===== config.mk =====
export PLATFORM = sky130hd
export DESIGN_NAME = seq_detector
export DESIGN_NICKNAME = d
export VERILOG_FILES = /design/src/rtl/seq_detector.sv
export SDC_FILE = /design/constraint.sdc
export NUM_CORES = 1
export LEC_CHECK = 0
export ABC_AREA = 1
export CAP_MARGIN = 10
export CORE_MARGIN = 2
export CORE_UTILIZATION = 40
export CTS_CLUSTER_SIZE = 24
export DETAILED_ROUTE_END_ITERATION = 10
export GPL_TIMING_DRIVEN = 0
export PLACE_DENSITY = 0.7
export SLEW_MARGIN = 20
export SYNTH_ARGS = -nofsm -noshare
export SYNTH_HDL_FRONTEND = slang
export SYNTH_SLANG_ARGS = --single-unit

===== constraint.sdc =====
create_clock -name clk -period 2.1 [get_ports clk]
set_clock_uncertainty 0.15 [all_clocks]
set_input_delay 0.315 -clock clk [delete_from_list [all_inputs] [get_ports clk]]
set_output_delay 0.315 -clock clk [all_outputs]
set_load 0.02 [all_outputs]

===== src/rtl/seq_detector.sv =====
// Streaming word-sequence detector: matches DEPTH consecutive accepted words against a loaded key.
// Optional saturating match counter compiled in with SEQ_DETECTOR_COUNT_EN.
module seq_detector #(
  parameter int LENGTH = 8,
  parameter int DEPTH  = 4,
  parameter int CNT_W  = 16
) (
  input  logic                    clk,
  input  logic                    rst_n,
  input  logic                    key_load,
  input  logic [LENGTH*DEPTH-1:0] key_in,
  input  logic                    in_valid,
  output logic                    in_ready,
  input  logic [LENGTH-1:0]       in_data,
  output logic                    match,
  output logic                    armed
`ifdef SEQ_DETECTOR_COUNT_EN
  ,
  output logic [CNT_W-1:0]        match_count
`endif
);

  localparam int IDX_W = (DEPTH > 1) ? $clog2(DEPTH) : 1;
  localparam logic [IDX_W-1:0] IDX_LAST = IDX_W'(DEPTH - 1);

  typedef enum logic {
    IDLE  = 1'b0,
    ARMED = 1'b1
  } state_e;

  // Parameter combinations outside the supported range leave this marker block in the hierarchy.
  if ((DEPTH < 2) || (CNT_W < 1)) begin : g_bad_params
  end

  function automatic logic [LENGTH-1:0] key_word(
    input logic [LENGTH*DEPTH-1:0] key,
    input logic [IDX_W-1:0]        idx
  );
    key_word = key[int'(idx)*LENGTH +: LENGTH];
  endfunction

  state_e                  state_q, state_d;
  logic [LENGTH*DEPTH-1:0] key_q, key_d;
  logic [IDX_W-1:0]        idx_q, idx_d;
  logic                    match_q, match_d;
  logic                    accept_s;
  logic                    eq_s;
  logic                    eq_first_s;
  logic                    last_s;

  assign in_ready   = (state_q == ARMED) && !key_load;
  assign accept_s   = in_valid && in_ready;
  assign eq_s       = (in_data == key_word(key_q, idx_q));
  assign eq_first_s = (in_data == key_word(key_q, IDX_W'(0)));
  assign last_s     = (idx_q == IDX_LAST);
  assign armed      = (state_q == ARMED);
  assign match      = match_q;

  // Next-state logic; a mismatch restarts at word 1 only when it equals key word 0 (no KMP recovery).
  always_comb begin
    state_d = state_q;
    key_d   = key_q;
    idx_d   = idx_q;
    match_d = 1'b0;
    case (state_q)
      IDLE: begin
        if (key_load) begin
          state_d = ARMED;
          key_d   = key_in;
          idx_d   = '0;
        end else begin
          state_d = IDLE;
        end
      end
      ARMED: begin
        if (key_load) begin
          key_d = key_in;
          idx_d = '0;
        end else if (accept_s) begin
          if (eq_s) begin
            if (last_s) begin
              match_d = 1'b1;
              idx_d   = '0;
            end else begin
              idx_d = idx_q + IDX_W'(1);
            end
          end else if (eq_first_s) begin
            idx_d = IDX_W'(1);
          end else begin
            idx_d = '0;
          end
        end else begin
          idx_d = idx_q;
        end
      end
      default: begin
        state_d = IDLE;
        idx_d   = '0;
      end
    endcase
  end

  // State, key, index and match pulse registers.
  always_ff @(posedge clk or negedge rst_n) begin
    if (!rst_n) begin
      state_q <= IDLE;
      key_q   <= '0;
      idx_q   <= '0;
      match_q <= 1'b0;
    end else begin
      state_q <= state_d;
      key_q   <= key_d;
      idx_q   <= idx_d;
      match_q <= match_d;
    end
  end

`ifdef SEQ_DETECTOR_COUNT_EN
  logic [CNT_W-1:0] cnt_q, cnt_d;

  // Counter advances alongside the match pulse so both become visible in the same cycle.
  always_comb begin
    cnt_d = cnt_q;
    if (match_d && (cnt_q != {CNT_W{1'b1}})) begin
      cnt_d = cnt_q + CNT_W'(1);
    end else begin
      cnt_d = cnt_q;
    end
  end

  // Match counter register; only reset clears it.
  always_ff @(posedge clk or negedge rst_n) begin
    if (!rst_n) begin
      cnt_q <= '0;
    end else begin
      cnt_q <= cnt_d;
    end
  end

  assign match_count = cnt_q;
`endif

endmodule

==> results_dict.tcl <==
set metrics [dict create \
    final_area_um2 2654 \
    worst_pin_slew_ns 0.5210 \
    path_cells "clkbuf_1 -> clkbuf_2 -> nor2_1 -> clkdlybuf4s50_1" \
    r2r-end "idx_q[0]$_DFFE_PN0P_" \
    die_x_um 74.57 \
    hold-worst-slack_ns 0.2615 \
    insertion_delay_ns 0.29 \
    dp_hpwl_um 3550 \
    syn_inst 276 \
    yosysWarnings 0 \
    drt_iter0_markers 69 \
    path_clk_slew_ns 0.07 \
    post_drt_wl_per_cell_um 11.36 \
    hold_class "in -> reg" \
    final-seq-area_um2 900.9 \
    root_buffer "clkbuf_8" \
    yosysSeqAreaShare_pct 45.23 \
    rsz0062_at_grt "false" \
    grt_overflow_total 0 \
    r2r-start "idx_q[0]$_DFFE_PN0P_" \
    final_cell_mix "159 x nand2_1, 44 x clkdlybuf4s50_1, 36 x dfrtp_1, 17 x nand3_1, 9 x inv_1" \
    grt_pass1_vias 1796 \
    finalCritPeriodShare_pct 94.60 \
    crit_path_max_fanout 10 \
    fill_cells 478 \
    drcViolationCount 0 \
    cts_htree_levels 2 \
    hold-path-cell-count 3 \
    nNetsFinal 375 \
    syn_avg_cell_area_um2 7.217 \
    cpMaxStageDelayCell "clkdlybuf4s50_1" \
    clk_path_buf_depth 2 \
    leakage_nw 1.358 \
    arrival_ns 1.52 \
    swShare_pct 26.83 \
    regToRegSetupSlack_ns 0.31 \
    fmax_mhz 503.4 \
    vias_per_cell 4.606 \
    first_pass_iters 4 \
    max_cap_violations 0 \
    slew_violations 0 \
    placedInstanceArea_um2 2549 \
    num_rows 25 \
    postRouteAntennaNets 0 \
    wl_um 4521 \
    cts_buffers 5 \
    p_switching_w 0.0004251 \
    insertedDiodeCount 0 \
    antenna_found_initial 0 \
    max-slew-margin-rel_pct 65.27 \
    setup_viol 0 \
    ir_drop_v 0.0003108 \
    die_area_um2 5560 \
    crit_path_start_kind "primary input" \
    rr_worst_depth 14 \
    layout_commonest_cell "nand2_1" \
    initial_core_util_pct 41.89 \
    fin_util_pct 55.82 \
    clock-sinks 36 \
    end_kind "primary output" \
    layout-drive-gt1-share_pct 10.88 \
    hold_viol 0 \
    die_height_um 74.57 \
    syn_area_um2 1992 \
    cpPeakStageDelay_ns 0.53 \
    p_per_area_nw_per_um2 597.1 \
    power_frac_clock_pct 32.6 \
    cp_data_required_time_ns 1.63 \
    place_congestion 0.8789 \
    crit_type "in -> out" \
    min_to "key_q[1]$_DFFE_PN0P_" \
    core-area_um2 4755 \
    cts_post_setup_buffers_inserted 0 \
    final.setup.tns_ns 0 \
    status "finished, final reports clean" \
    cts_tree "done" \
    numPortBuffers 45 \
    fin_crit_ns 1.987 \
    ys_ff_latch 36 \
    area_growth_pct 33.23 \
    syn_nets 321 \
    grt_usage_pct 18.98 \
    grt_max_degree 20 \
    grt_pass1_wl_um 7893 \
    seq_power_share_pct 49.8 \
    ios 47 \
    yosys.cell_types.count 21 \
    multiInputGateArea_um2 965.9 \
    pwr-share-comb_pct 17.7 \
    hp-start "key_load" \
    vias 1833 \
    p_int_w 0.001159 \
]
critical path, delay by kind of cell:
family | cells | cell delay [ns]
buf+inv | 3 | 1.13
simple gates | 1 | 0.07
sequential cells by signal (all words and copies together), names as in the netlist:
name   flops
match      1
idx_q      2
key_q     32
armed      1
stage by stage:
| stage | total power (W) | setup WS, ns | cells |
|---|---|---|---|
| final | 0.001585 | 0.1134 | 398 |
| after global routing | 0.001677 | 0.01992 | 398 |
| after CTS | 0.001603 | 0.09078 | 398 |
| after detailed placement | 0.001083 | -0.03689 | 389 |
| after global placement | 0.001070 | -0.2100 | 388 |
| after floorplan | 0.0009376 | 0.5364 | 276 |
cell families (layout without fill, tap and decap cells):
family | after synthesis | count (layout) | synth area share (%)
fa+ha+maj | 1 | 1 | 0.6280
buf+inv | 25 | 80 | 6.281
xor+xnor | 8 | 8 | 3.518
simple gates | 204 | 204 | 43.78
flops | 36 | 36 | 45.23
compound gates | 2 | 2 | 0.5653
worst max path at each step:
stage	from	end	slack, ns	depth (start not counted)
final	key_load	in_ready	0.11	4
after global routing	key_load	in_ready	0.02	4
after CTS	key_load	in_ready	0.09	4
after detailed placement	key_load	in_ready	-0.04	4
after global placement	rst_n	key_q[11]$_DFFE_PN0P_	-0.21	1
after floorplan	idx_q[0]$_DFFE_PN0P_	idx_q[0]$_DFFE_PN0P_	0.54	14
metal layers:
metal / vias to the layer above / part of all wire, % / track usage [%]
met1: 839 / 45 / 24.19
met3: 4 / 4.3 / 4.878
li1: 951 / - / -
met4: 0 / 0.69 / 4.167
met2: 39 / 50 / 32.55
met5: - / 0 / 0
repair_timing:
item | CTS | global route
endpoints found under the setup margin | 1 | 0
endpoints found under the hold margin | 17 | 0
gates resized for setup | 1 | 0
hold buffers | 1 | 0
Yosys cell counts, drive strengths merged:
cell type	n	area [um^2]
o22ai	1	6.260
ha	1	12.51
nand2	167	646.9
clkbuf	7	26.28
dfrtp	36	900.9
xor2	8	70.07
nor2	6	22.52
or2	2	12.52
inv	14	57.55
o21ai	1	5.000
nor4	2	12.51
nor3	1	5.000
nand3b	1	7.510
nand3	25	165.2
buf	4	41.29
power by group through the flow:
| stage | Sequential, W | Combinational [W] | Clock, W |
|---|---|---|---|
| global placement | 0.000800 | 0.000270 | 0 |
| finish | 0.000789 | 0.000280 | 0.000516 |
| global route | 0.000795 | 0.000322 | 0.000559 |
| CTS | 0.000788 | 0.000284 | 0.000530 |
| detailed placement | 0.000802 | 0.000281 | 0 |
| floorplan | 0.000790 | 0.000148 | 0 |
final cells by class:
| class | instances | area share (%) |
|---|---|---|
| Clock inverter | 1 | 0.2829 |
| Clock buffer | 7 | 3.253 |
| Timing Repair Buffer | 47 | 18.20 |
| Buffer | 11 | 2.593 |
| Tap cell | 67 | 3.159 |
| Inverter | 14 | 2.169 |
| Sequential cell | 36 | 33.95 |
| Multi-Input combinational cell | 215 | 36.40 |
No activity file was read; power rests on OpenSTA's default activity.
